===== config.mk =====
export PLATFORM = sky130hd
export DESIGN_NAME = mem_arbiter
export DESIGN_NICKNAME = d
export VERILOG_FILES = /design/src/rtl/mem_arbiter.sv
export SDC_FILE = /design/constraint.sdc
export NUM_CORES = 1
export LEC_CHECK = 0
export CAP_MARGIN = 20
export CORE_AREA = 2 2 353 355
export CTS_CLUSTER_SIZE = 30
export DETAILED_ROUTE_END_ITERATION = 7
export DIE_AREA = 0 0 355 357
export HOLD_SLACK_MARGIN = 0.1
export MAX_ROUTING_LAYER = met4
export PLACE_DENSITY = 0.36
export SLEW_MARGIN = 0
export SYNTH_ARGS = -nofsm -noshare
export SYNTH_HDL_FRONTEND = slang
export SYNTH_SLANG_ARGS = --single-unit

===== constraint.sdc =====
create_clock -name clk -period 2.8 [get_ports clk]
set_input_delay 0.56 -clock clk [delete_from_list [all_inputs] [get_ports clk]]
set_output_delay 0.56 -clock clk [all_outputs]
set_load 0.005 [all_outputs]

===== src/rtl/mem_arbiter.sv =====
// mem_arbiter: grants the shared 128-bit memory port to the I-cache or the D-cache, one transaction at a time.
// Define MEM_ARB_RR_EN for round-robin tie-breaking; otherwise the D-cache wins a tie.
module mem_arbiter #(
    parameter int CNT_W = 16
) (
    input  logic             clk,
    input  logic             proc_reset,
    input  logic             i_read,
    input  logic             i_write,
    input  logic [27:0]      i_addr,
    input  logic [127:0]     i_wdata,
    output logic [127:0]     i_rdata,
    output logic             i_ready,
    input  logic             d_read,
    input  logic             d_write,
    input  logic [27:0]      d_addr,
    input  logic [127:0]     d_wdata,
    output logic [127:0]     d_rdata,
    output logic             d_ready,
    output logic             mem_read,
    output logic             mem_write,
    output logic [27:0]      mem_addr,
    output logic [127:0]     mem_wdata,
    input  logic [127:0]     mem_rdata,
    input  logic             mem_ready,
    output logic [CNT_W-1:0] i_cnt,
    output logic [CNT_W-1:0] d_cnt
);
    typedef enum logic [1:0] {IDLE, GNT_I, GNT_D} state_t;
    state_t state, state_nxt;
    logic i_req, d_req, gnt_i, gnt_d, tie_d;

    assign i_req = i_read | i_write;
    assign d_req = d_read | d_write;
    assign gnt_i = state == GNT_I;
    assign gnt_d = state == GNT_D;

`ifdef MEM_ARB_RR_EN
    // Pointer high means the D-cache wins the next tie; it moves away from whoever just completed.
    logic rr_d;
    always_ff @(posedge clk or posedge proc_reset)
        if (proc_reset) rr_d <= 1'b0;
        else if ((gnt_i || gnt_d) && mem_ready) rr_d <= gnt_i;
    assign tie_d = rr_d;
`else
    assign tie_d = 1'b1;
`endif

    always_ff @(posedge clk or posedge proc_reset)
        if (proc_reset) state <= IDLE;
        else state <= state_nxt;

    // A granted port that drops its request is released without a ready pulse.
    always_comb begin
        state_nxt = state;
        case (state)
            IDLE:    state_nxt = (i_req && d_req) ? (tie_d ? GNT_D : GNT_I) :
                                 i_req ? GNT_I : d_req ? GNT_D : IDLE;
            GNT_I:   state_nxt = (mem_ready || !i_req) ? IDLE : GNT_I;
            GNT_D:   state_nxt = (mem_ready || !d_req) ? IDLE : GNT_D;
            default: state_nxt = IDLE;
        endcase
    end

    always_comb begin
        mem_read  = (gnt_i & i_read) | (gnt_d & d_read);
        mem_write = (gnt_i & i_write) | (gnt_d & d_write);
        mem_addr  = gnt_i ? i_addr : gnt_d ? d_addr : '0;
        mem_wdata = gnt_i ? i_wdata : gnt_d ? d_wdata : '0;
        i_ready   = gnt_i & mem_ready;
        d_ready   = gnt_d & mem_ready;
        i_rdata   = mem_rdata;
        d_rdata   = mem_rdata;
    end

    always_ff @(posedge clk or posedge proc_reset)
        if (proc_reset) begin
            i_cnt <= '0;
            d_cnt <= '0;
        end else begin
            if (i_ready && i_cnt != '1) i_cnt <= i_cnt + 1'b1;
            if (d_ready && d_cnt != '1) d_cnt <= d_cnt + 1'b1;
        end
endmodule


==> results.toml, run 1 <==
[clock_network]
cts_buffers = 5
cts.htree.levels = 2
clockRootBuffer = "sky130_fd_sc_hd__clkbuf_16"
cts_num_sinks = 34
clock_tree_from_tritoncts = "yes"
cts.path.max_buffers = 2
clk_latency_ns = 0.28
clk_pin_slew_worst_paths_ns = 0.05

[final_layout]
finalNonFillerCells = 2547
fin_area_mm2 = 0.0114
layout.core_utilization = 0.0923
design.final.nets = 1323
drive_gt1_frac = 0.123
syn2layout_area_growth_pct = 121

[routing]
dr.first_iter.drc_count = 343
routed_wl_mm = 69.0
drt_pre_antenna_iters = 4
drcViolationCount = 0
post_drt_wl_per_cell_um = 27.1
via_count_normalized_by_instance_count = 2.44
num_vias = 6217
postRouteAntennaNets = 0

[power]
p_per_area_mw_per_mm2 = 343
total_power_mw = 3.89
vdd_ir_drop_max_v = 0.000220
leakagePower_nw = 4.05

[synthesis]
synth_nets = 1060
synth-xor-area-share = 0.0358
post_synth_fa_ha_maj_area_fraction = 0.00488
yosysWarnings = 0
postSynthAreaPerCell_um2 = 8.40
synth-main-ff-cell = "sky130_fd_sc_hd__dfrtp_1"
yosysUniqueCellTypes = 41
netlist_instances = 611
synth-compound-area-share = 0.299
main_combinational_cell_family_by_area_after_synthesis = "buffers and inverters"
simple_gate_share_of_the_synthesized_area = 0.0746
ys_async_sr_fraction = 1.00
syn_area_mm2 = 0.00513
synth_seq_area_share = 0.166
synth-seq-cells = 34
post_synth_mux_area_share = 0.0115
synth-edff-count = 0

[floorplan]
std_cell_rows = 129
chipWidth_um = 355
starting_density_of_the_core = 0.0417
die_area_mm2 = 0.127
core_area_mm2 = 0.123
die_y_um = 357
io-pin-count = 895

[setup_path]
worst-r2r-cell-count = 5
worstPathArrival_ns = 2.20
worst-path-buf-inv = 4
required_time_of_the_critical_path_ns = 2.24
timing.rr.end = "d_cnt[1]"
critPathLaunchType = "register"
critPathTopFamily = "buffers and inverters"
critPathKind = "register to output pin"
path_max_fanout = 26
timing.critical_path.mode_cell = "sky130_fd_sc_hd__buf_12"
setup.reg_to_reg.worst_slack_ns = 0.71
timing.critical_path.cells = "nor2b_4 > buf_12 > buf_16 > buf_12 > a22o_1 > clkdlybuf4s50_1"
critical_path.reg2reg.startpoint = "d_cnt[1]"
worst_setup_path_end_kind = "output pin"
cpMaxStageDelayCell = "sky130_fd_sc_hd__clkdlybuf4s50_1"
timing.critical_path.slowest_cell_delay_ns = 0.51

[flow_run]
max_cap_violations = 0

[sta]
setup_viol = 0
worst_clock_skew_ns = 0.00514
post-route-period-util = 0.987
whs_ns = 0.514
max_slew_margin = 0.670
setup_tns_ns = 0
fin_ws_ns = 0.0356
final_max_slew_viol_count = 0
post-route-min-period_ns = 2.76
max_freq_mhz = 362
tightestPinTransition_ns = 0.491
unrepaired_setup_endpoints_after_global_routing = "true"
finalHoldViolations = 0

[global_route]
grt_remaining_overflow = 0
grt_start_max_net_pins = 35
first_global_vias = 6338
grt.total_usage = 0.105
initial_antenna_violation_count = 53
wire_length_of_the_first_global_routing_pass_mm = 81.3

[run_status]
run_status = "complete, no violations"

[placement]
dp_cells = 2491
place.port_buffers = 510
postPlaceCellArea_mm2 = 0.0107
dp_hpwl_mm = 61.9
place.gp.congestion = 0.958
placement.setup.worst_slack_ns = -0.139

[hold_path]
timing.hold.worst_path_depth = 1
worst_hold_path_type = "register to register"
min_to = "state[0]"
min_from = "state[1]"
## where the power goes
group	leakage [nW]	internal [mW]	total (mW)	switching [mW]
Sequential	0.455	0.557	0.650	0.0932
Combinational	3.52	1.53	2.68	1.15
Clock	0.0741	0.352	0.557	0.205
## worst reg2reg max path: stages, from the launching register on
cell and delay, ns:
sky130_fd_sc_hd__dfrtp_1 0.42, sky130_fd_sc_hd__ha_1 0.26, sky130_fd_sc_hd__inv_1 0.06, sky130_fd_sc_hd__or4_4 0.61, sky130_fd_sc_hd__o31a_4 0.32, sky130_fd_sc_hd__mux2_4 0.30
## area by class of cell
class / count / area, µm²
antenna: 35 / 87.6
clock inverter: 1 / 5.00
fill: 14300 / 112000
multi-input combinational: 277 / 2410
timing repair buffer: 550 / 5780
tap: 1637 / 2050
inverter: 6 / 22.5
sequential: 34 / 853
clock buffer: 7 / 143
## logic make-up after synthesis
kind of cell    after synthesis
buf+inv                     300
compound gates              179
simple gates                 70
flops                        34
xor+xnor                     21
mux                           5
fa+ha+maj                     2
## Yosys cell counts, types with 4 or more instances
cell	instances	area [µm²]
sky130_fd_sc_hd__buf_4	256	1920
sky130_fd_sc_hd__inv_1	6	22.5
sky130_fd_sc_hd__xor2_1	5	43.8
sky130_fd_sc_hd__nor2_1	11	41.3
sky130_fd_sc_hd__nand3_1	14	70.1
sky130_fd_sc_hd__xnor2_1	16	140
sky130_fd_sc_hd__a21oi_1	6	30.0
sky130_fd_sc_hd__nand2_1	10	37.5
sky130_fd_sc_hd__and3_1	7	43.8
sky130_fd_sc_hd__o211ai_1	4	30.0
sky130_fd_sc_hd__nand4_1	7	43.8
sky130_fd_sc_hd__nor3_1	7	35.0
sky130_fd_sc_hd__dfrtp_1	34	851
sky130_fd_sc_hd__clkbuf_1	34	128
sky130_fd_sc_hd__a22o_1	158	1380
## registers in the layout, indices dropped and copies added, names as in the netlist
name   cells
d_cnt     16
state      2
i_cnt     16
## metal layers
layer	share of wire	wire length [µm]	global-route usage
met5	0	0	-
met1	0.36	24500	0.105
met2	0.42	29200	0.154
met4	0.031	2140	0.0278
met3	0.19	13100	0.0878
## worst max path at each step
| stage | start | end | slack (ns) | depth (start not counted) |
|---|---|---|---|---|
| after floorplan | state[0] | mem_wdata[107] | 0.79 | 5 |
| after global placement | d_addr[23] | mem_addr[23] | -0.12 | 3 |
| after detailed placement | d_addr[23] | mem_addr[23] | -0.14 | 3 |
| after CTS | state[1] | mem_wdata[99] | -0.04 | 5 |
| after global routing | state[1] | mem_wdata[111] | -0.05 | 6 |
| final | state[1] | mem_wdata[23] | 0.04 | 6 |
## cell usage in the layout (no fill, tap or decap), types with 16 or more instances in the layout
cell type | synthesis | final
sky130_fd_sc_hd__buf_4 | 256 | 24
sky130_fd_sc_hd__dlygate4sd2_1 | 0 | 26
sky130_fd_sc_hd__buf_12 | 0 | 26
sky130_fd_sc_hd__a22o_4 | 0 | 24
sky130_fd_sc_hd__xnor2_1 | 16 | 16
sky130_fd_sc_hd__diode_2 | 0 | 35
sky130_fd_sc_hd__dfrtp_1 | 34 | 32
sky130_fd_sc_hd__clkdlybuf4s50_1 | 0 | 448
sky130_fd_sc_hd__a22o_1 | 158 | 134
## what timing repair did
action                                  CTS  global route
hold buffers                              0             0
endpoints found under the setup margin   80            62
gates cloned                              2             0
buffers inserted                         10             1
gates resized for setup                  61            31
pin swaps                                 1             2
No activity file was read; power rests on OpenSTA's default activity.
==> inputs of run 2 (changes only) <==
Settings changed: CTS_CLUSTER_SIZE 30 to default.
==> results of run 2 <==
Same layout as run 1: the final DEF is identical, and so are final timing and power.
==> inputs of run 3 (changes only) <==
Settings changed: SLEW_MARGIN 0 to 25.
==> results of run 3 <==
Same layout as run 1: the final DEF is identical, and so are final timing and power.
